### src/rtl/chan_select_mux_if.sv
// Handshake bundle for chan_select_mux: per-channel inputs with valid/ready,
// one registered output with valid/ready, plus the selection controls.
interface chan_select_mux_if #(
  parameter int unsigned WIDTH    = 32,
  parameter int unsigned CHANNELS = 4
);
  localparam int unsigned SEL_W = (CHANNELS > 2) ? $clog2(CHANNELS) : 1;

  logic                      mode;
  logic [SEL_W-1:0]          sel;
  logic [CHANNELS*WIDTH-1:0] in_data;
  logic [CHANNELS-1:0]       in_valid;
  logic [CHANNELS-1:0]       in_ready;
  logic [WIDTH-1:0]          out_data;
  logic [SEL_W-1:0]          out_chan;
  logic                      out_valid;
  logic                      out_ready;

  modport slave (
    input  mode, sel, in_data, in_valid, out_ready,
    output in_ready, out_data, out_chan, out_valid
  );

  modport master (
    output mode, sel, in_data, in_valid, out_ready,
    input  in_ready, out_data, out_chan, out_valid
  );
endinterface

### src/rtl/chan_select_mux.sv
// Registered N-to-1 word mux with valid/ready on every channel; explicit
// select or round-robin arbitration, one output register stage.
module chan_select_mux #(
  parameter int unsigned WIDTH    = 32,
  parameter int unsigned CHANNELS = 4
) (
  input logic               clk,
  input logic               rst_n,
  chan_select_mux_if.slave  mux_if
);
  localparam int unsigned SEL_W = (CHANNELS > 2) ? $clog2(CHANNELS) : 1;

  logic [WIDTH-1:0]    out_data_q, out_data_d;
  logic [SEL_W-1:0]    out_chan_q, out_chan_d;
  logic                out_valid_q, out_valid_d;
  logic [SEL_W-1:0]    last_q, last_d;

  logic                can_accept_c;
  logic                grant_vld_c;
  logic [SEL_W-1:0]    grant_idx_c;
  logic [WIDTH-1:0]    grant_word_c;
  logic [CHANNELS-1:0] in_ready_c;
  logic                xfer_c;

  assign can_accept_c = !out_valid_q || mux_if.out_ready;

  // Grant: explicit index, or first valid channel after last_q (wrapping).
  always_comb begin
    int unsigned idx;
    grant_vld_c = 1'b0;
    grant_idx_c = '0;
    idx         = 0;
    if (!mux_if.mode) begin
      for (int unsigned i = 0; i < CHANNELS; i++) begin
        if (SEL_W'(i) == mux_if.sel && mux_if.in_valid[i]) begin
          grant_vld_c = 1'b1;
          grant_idx_c = SEL_W'(i);
        end
      end
    end else begin
      // Walk from farthest to nearest so the nearest valid channel wins.
      for (int k = int'(CHANNELS); k >= 1; k--) begin
        idx = 32'(last_q) + 32'(k);
        if (idx >= CHANNELS) idx = idx - CHANNELS;
        if (mux_if.in_valid[idx]) begin
          grant_vld_c = 1'b1;
          grant_idx_c = SEL_W'(idx);
        end
      end
    end
  end

  always_comb begin
    grant_word_c = '0;
    in_ready_c   = '0;
    for (int unsigned i = 0; i < CHANNELS; i++) begin
      if (SEL_W'(i) == grant_idx_c) begin
        grant_word_c  = mux_if.in_data[i*WIDTH +: WIDTH];
        in_ready_c[i] = rst_n && can_accept_c && grant_vld_c;
      end
    end
  end

  assign xfer_c = can_accept_c && grant_vld_c;

  // Output register: fill on transfer, otherwise drain when consumer accepts.
  always_comb begin
    out_data_d  = out_data_q;
    out_chan_d  = out_chan_q;
    out_valid_d = out_valid_q;
    last_d      = last_q;
    if (xfer_c) begin
      out_data_d  = grant_word_c;
      out_chan_d  = grant_idx_c;
      out_valid_d = 1'b1;
      last_d      = grant_idx_c;
    end else if (out_valid_q && mux_if.out_ready) begin
      out_valid_d = 1'b0;
    end
  end

  always_ff @(posedge clk or negedge rst_n) begin
    if (!rst_n) begin
      out_data_q  <= '0;
      out_chan_q  <= '0;
      out_valid_q <= 1'b0;
      last_q      <= SEL_W'(CHANNELS - 1);
    end else begin
      out_data_q  <= out_data_d;
      out_chan_q  <= out_chan_d;
      out_valid_q <= out_valid_d;
      last_q      <= last_d;
    end
  end

  assign mux_if.in_ready  = in_ready_c;
  assign mux_if.out_data  = out_data_q;
  assign mux_if.out_chan  = out_chan_q;
  assign mux_if.out_valid = out_valid_q;
endmodule

### src/flat_wrapper.sv
// flat-port wrapper written by rule: the top's interface ports become plain ports
module chan_select_mux_flat 
#(
  parameter int unsigned WIDTH    = 32,
  parameter int unsigned CHANNELS = 4
)
  (clk, rst_n, mux_if_mode, mux_if_sel, mux_if_in_data, mux_if_in_valid, mux_if_out_ready, mux_if_in_ready, mux_if_out_data, mux_if_out_chan, mux_if_out_valid);
  chan_select_mux_if #(.WIDTH(WIDTH), .CHANNELS(CHANNELS)) mux_if_i ();
  input logic clk;
  input logic rst_n;
  input wire logic [$bits(mux_if_i.mode)-1:0] mux_if_mode;
  input wire logic [$bits(mux_if_i.sel)-1:0] mux_if_sel;
  input wire logic [$bits(mux_if_i.in_data)-1:0] mux_if_in_data;
  input wire logic [$bits(mux_if_i.in_valid)-1:0] mux_if_in_valid;
  input wire logic [$bits(mux_if_i.out_ready)-1:0] mux_if_out_ready;
  output wire logic [$bits(mux_if_i.in_ready)-1:0] mux_if_in_ready;
  output wire logic [$bits(mux_if_i.out_data)-1:0] mux_if_out_data;
  output wire logic [$bits(mux_if_i.out_chan)-1:0] mux_if_out_chan;
  output wire logic [$bits(mux_if_i.out_valid)-1:0] mux_if_out_valid;
  assign mux_if_i.mode = mux_if_mode;
  assign mux_if_i.sel = mux_if_sel;
  assign mux_if_i.in_data = mux_if_in_data;
  assign mux_if_i.in_valid = mux_if_in_valid;
  assign mux_if_i.out_ready = mux_if_out_ready;
  assign mux_if_in_ready = mux_if_i.in_ready;
  assign mux_if_out_data = mux_if_i.out_data;
  assign mux_if_out_chan = mux_if_i.out_chan;
  assign mux_if_out_valid = mux_if_i.out_valid;
  chan_select_mux #(.WIDTH(WIDTH), .CHANNELS(CHANNELS)) u_core (.clk(clk), .rst_n(rst_n), .mux_if(mux_if_i));
endmodule
### config.mk
export PLATFORM = sky130hd
export DESIGN_NAME = chan_select_mux_flat
export DESIGN_NICKNAME = d
export VERILOG_FILES = /design/src/rtl/chan_select_mux_if.sv /design/src/rtl/chan_select_mux.sv /design/src/flat_wrapper.sv
export SDC_FILE = /design/constraint.sdc
export NUM_CORES = 1
export LEC_CHECK = 0
export CORE_UTILIZATION = 36
export CTS_CLUSTER_DIAMETER = 60
export DETAILED_ROUTE_END_ITERATION = 16
export GPL_ROUTABILITY_DRIVEN = 0
export PLACE_DENSITY = 0.9
export SETUP_SLACK_MARGIN = 0.05
export SYNTH_ARGS = -nofsm -noshare
export SYNTH_HDL_FRONTEND = slang
export SYNTH_SLANG_ARGS = --single-unit
### constraint.sdc
create_clock -name clk -period 2.4 [get_ports clk]
set_input_delay 0.48 -clock clk [delete_from_list [all_inputs] [get_ports clk]]
set_output_delay 0.48 -clock clk [all_outputs]
set_load 0.05 [all_outputs]
==> flow_metrics.py <==
metrics = {
    "outcome": {
        "outcome": "completed",
    },
    "global_route": {
        "grt_pass1_wl_mm": 14.51,
        "grt.total_usage_pct": 25.00,
        "grt_max_degree": 59,
        "grt_overflow_total": 0,
        "antenna_found_initial": 0,
        "grt_pass1_vias": 3105,
    },
    "sta": {
        "drv_slew": 0,
        "rsz0062_at_grt": "true",
        "finalCriticalPeriod_ps": 2364,
        "fin_setup_tns_ps": 0,
        "whs_ps": 72.69,
        "worst_pin_slew_ps": 557.0,
        "finalHoldViolations": 0,
        "setup_slack_ps": 36.16,
        "max_slew_margin_pct": 62.75,
        "finalSetupViolations": 0,
        "max_freq_mhz": 423.0,
        "period_share_pct": 98.49,
        "fin_skew_ps": 5.883,
    },
    "floorplan": {
        "die_w_um": 86.08,
        "start_util_pct": 37.46,
        "core_um2": 6794,
        "io_pins": 177,
        "die_height_um": 86.08,
        "die_area_um2": 7410,
        "rows": 30,
    },
    "synth": {
        "synth.distinct_cells": 26,
        "synthesis.instances": 265,
        "ys_seq_area_share_pct": 36.48,
        "synth-simple-area-share_pct": 16.18,
        "avgSynthCellArea_um2": 9.604,
        "synth_area_um2": 2545,
        "synth_compound_area_share_pct": 26.06,
        "synth_mux_area_share_pct": 14.55,
        "synth_adder_area_share_pct": 0,
        "ys_warn_count": 0,
        "syn-num-nets": 403,
        "synth.ff_latch_count": 37,
        "synth_xor_area_share_pct": 0,
        "synth_top_family_by_area": "compound AO/OA/AOI/OAI gates",
    },
    "clock_network": {
        "ctsHoldBuffers": 0,
        "clock_latency_ps": 280,
        "cts_buffers": 5,
        "tritoncts": "done",
        "cts_buffer_depth": 2,
        "h-tree-depth": 2,
        "cts-root-buf": "clkbuf_8",
        "clock_sinks": 37,
        "clkTransAtPathRegs_ps": 70,
    },
    "setup_path": {
        "crit_slowest_cell": "dfstp_2",
        "crit_chain": "nor3b_2, a311oi_2, a21oi_4, nand3b_1, nor2b_4, buf_12",
        "worstPathRequired_ps": 1920,
        "worst-path-stages": 6,
        "cpLargestDelayFamily": "flip-flops",
        "crit_path_max_incr_delay_ps": 580,
        "criticalPathCategory": "reg2out",
        "end_kind": "output pin",
        "crit_arrival_ps": 1880,
        "r2r_cells": 9,
        "critical_path_buf_inv_count": 1,
        "startpoint_type": "flop",
        "critPathMaxFanout": 4,
    },
    "layout": {
        "drive_gt1_share_pct": 17.84,
        "final_cell_area_um2": 4830,
        "mostFrequentLayoutCells": "164 x clkdlybuf4s50_1, 36 x mux2i_1, 35 x nor2_1, 35 x dfrtp_1, 34 x nor2b_1",
        "n_antenna_cell": 0,
        "nNetsFinal": 591,
        "synthToLayoutAreaGrowth_pct": 89.77,
        "final_common_cell": "clkdlybuf4s50_1",
    },
    "placed_design": {
        "place_area_um2": 4571,
        "place.port_buffers": 176,
        "dp_slack_ps": -346.9,
        "hpwlAfterDp_mm": 6.809,
    },
    "detailed_routing": {
        "via_count": 2883,
        "avgViaCountPerCell": 5.242,
        "dr.pass1.iters": 4,
        "antenna_left": 0,
        "route.detailed.drc": 0,
        "wl_mm": 9.140,
        "dr.first_iter.drc_count": 84,
        "wl_per_cell_um": 16.62,
    },
    "pwr": {
        "power_w": 0.003349,
        "power.leakage_nw": 1.918,
        "power_density_nw_per_um2": 693.5,
        "ir_drop_mv": 0.3804,
    },
    "run": {
        "cap_violations": 0,
    },
    "worst_hold_path": {
        "hold_class": "in2async",
    },
}
Yosys cell counts:
library cell	count	share of area, %
o21ai_0	3	0.59
and2_1	1	0.25
a311oi_2	1	0.59
o21ai_1	1	0.20
a21o_1	3	0.88
mux2i_1	37	15
dfrtp_1	35	34
a21oi_4	1	0.64
o22ai_1	1	0.25
nand3b_1	1	0.30
a2111oi_2	4	2.4
a21oi_1	4	0.79
a211oi_1	32	9.4
nand2_1	2	0.30
nand3_1	1	0.20
a2111oi_0	28	9.6
clkbuf_1	9	1.3
nor4_1	1	0.25
buf_6	6	2.7
nor3b_1	2	0.59
nor2_1	37	5.5
o221ai_1	2	0.69
nor2b_1	36	8.8
buf_2	11	2.2
dfstp_2	2	2.1
inv_1	4	0.59
power by group:
group | total, W | switching (W) | internal, W
registers | 0.000904 | 0.000104 | 0.000800
clock network | 0.000468 | 0.000209 | 0.000260
logic | 0.00198 | 0.00115 | 0.000822
total | 0.00335 | 0.00147 | 0.00188
timing repair:
action	in CTS	in global routing
setup buffers	6	1
setup endpoints to repair	26	30
gates resized for setup	21	43
pin swaps	5	4
per-layer routing:
metal  track usage (%)  share of wire, %
met5                 0                 0
met4             10.00               2.3
met3             5.101               5.3
met2             46.54                55
met1             27.60                38
area by class of cell:
class                      count  area [um^2]
timing repair buffer         207         2046
fill                         546         1964
multi-input combinational    198         1619
sequential                    37        928.4
tap                           96        120.1
clock buffer                   7        96.34
inverter                       4        15.01
clock inverter                 1        5.005
metrics by stage:
stage | utilization (%) | cells
after floorplan | - | 265
after global placement | 67.27 | 535
after detailed placement | 67.27 | 535
after CTS | 69.98 | 549
after global routing | 71.09 | 550
final | 71.09 | 550
registers in the layout, indices dropped and copies added (netlist names):
register	count
u_core.mux_if.out_valid	1
u_core.mux_if.out_chan	2
u_core.mux_if.out_data	32
u_core.last_q	2
kinds of logic (layout without fill, tap and decap cells):
logic type | Yosys count | count (layout)
AND/OR/NAND/NOR | 81 | 81
multiplexers | 37 | 37
AO/OA/AOI/OAI | 80 | 80
buffers and inverters | 30 | 219
flip-flops | 37 | 37
final timing paths:
check                                     startpoint  slack, ps                          to
max reg2reg                         u_core.last_q[0]        120   u_core.mux_if.out_data[4]
min                                            rst_n         70  u_core.mux_if.out_data[29]
max in group asynchronous                      rst_n       1620            u_core.last_q[1]
min in group clk           u_core.mux_if.out_chan[0]        480   u_core.mux_if.out_chan[0]
max                                 u_core.last_q[0]         40          mux_if_in_ready[2]
min reg2reg                u_core.mux_if.out_chan[0]        480   u_core.mux_if.out_chan[0]
Power figures use the tool's default switching activity.
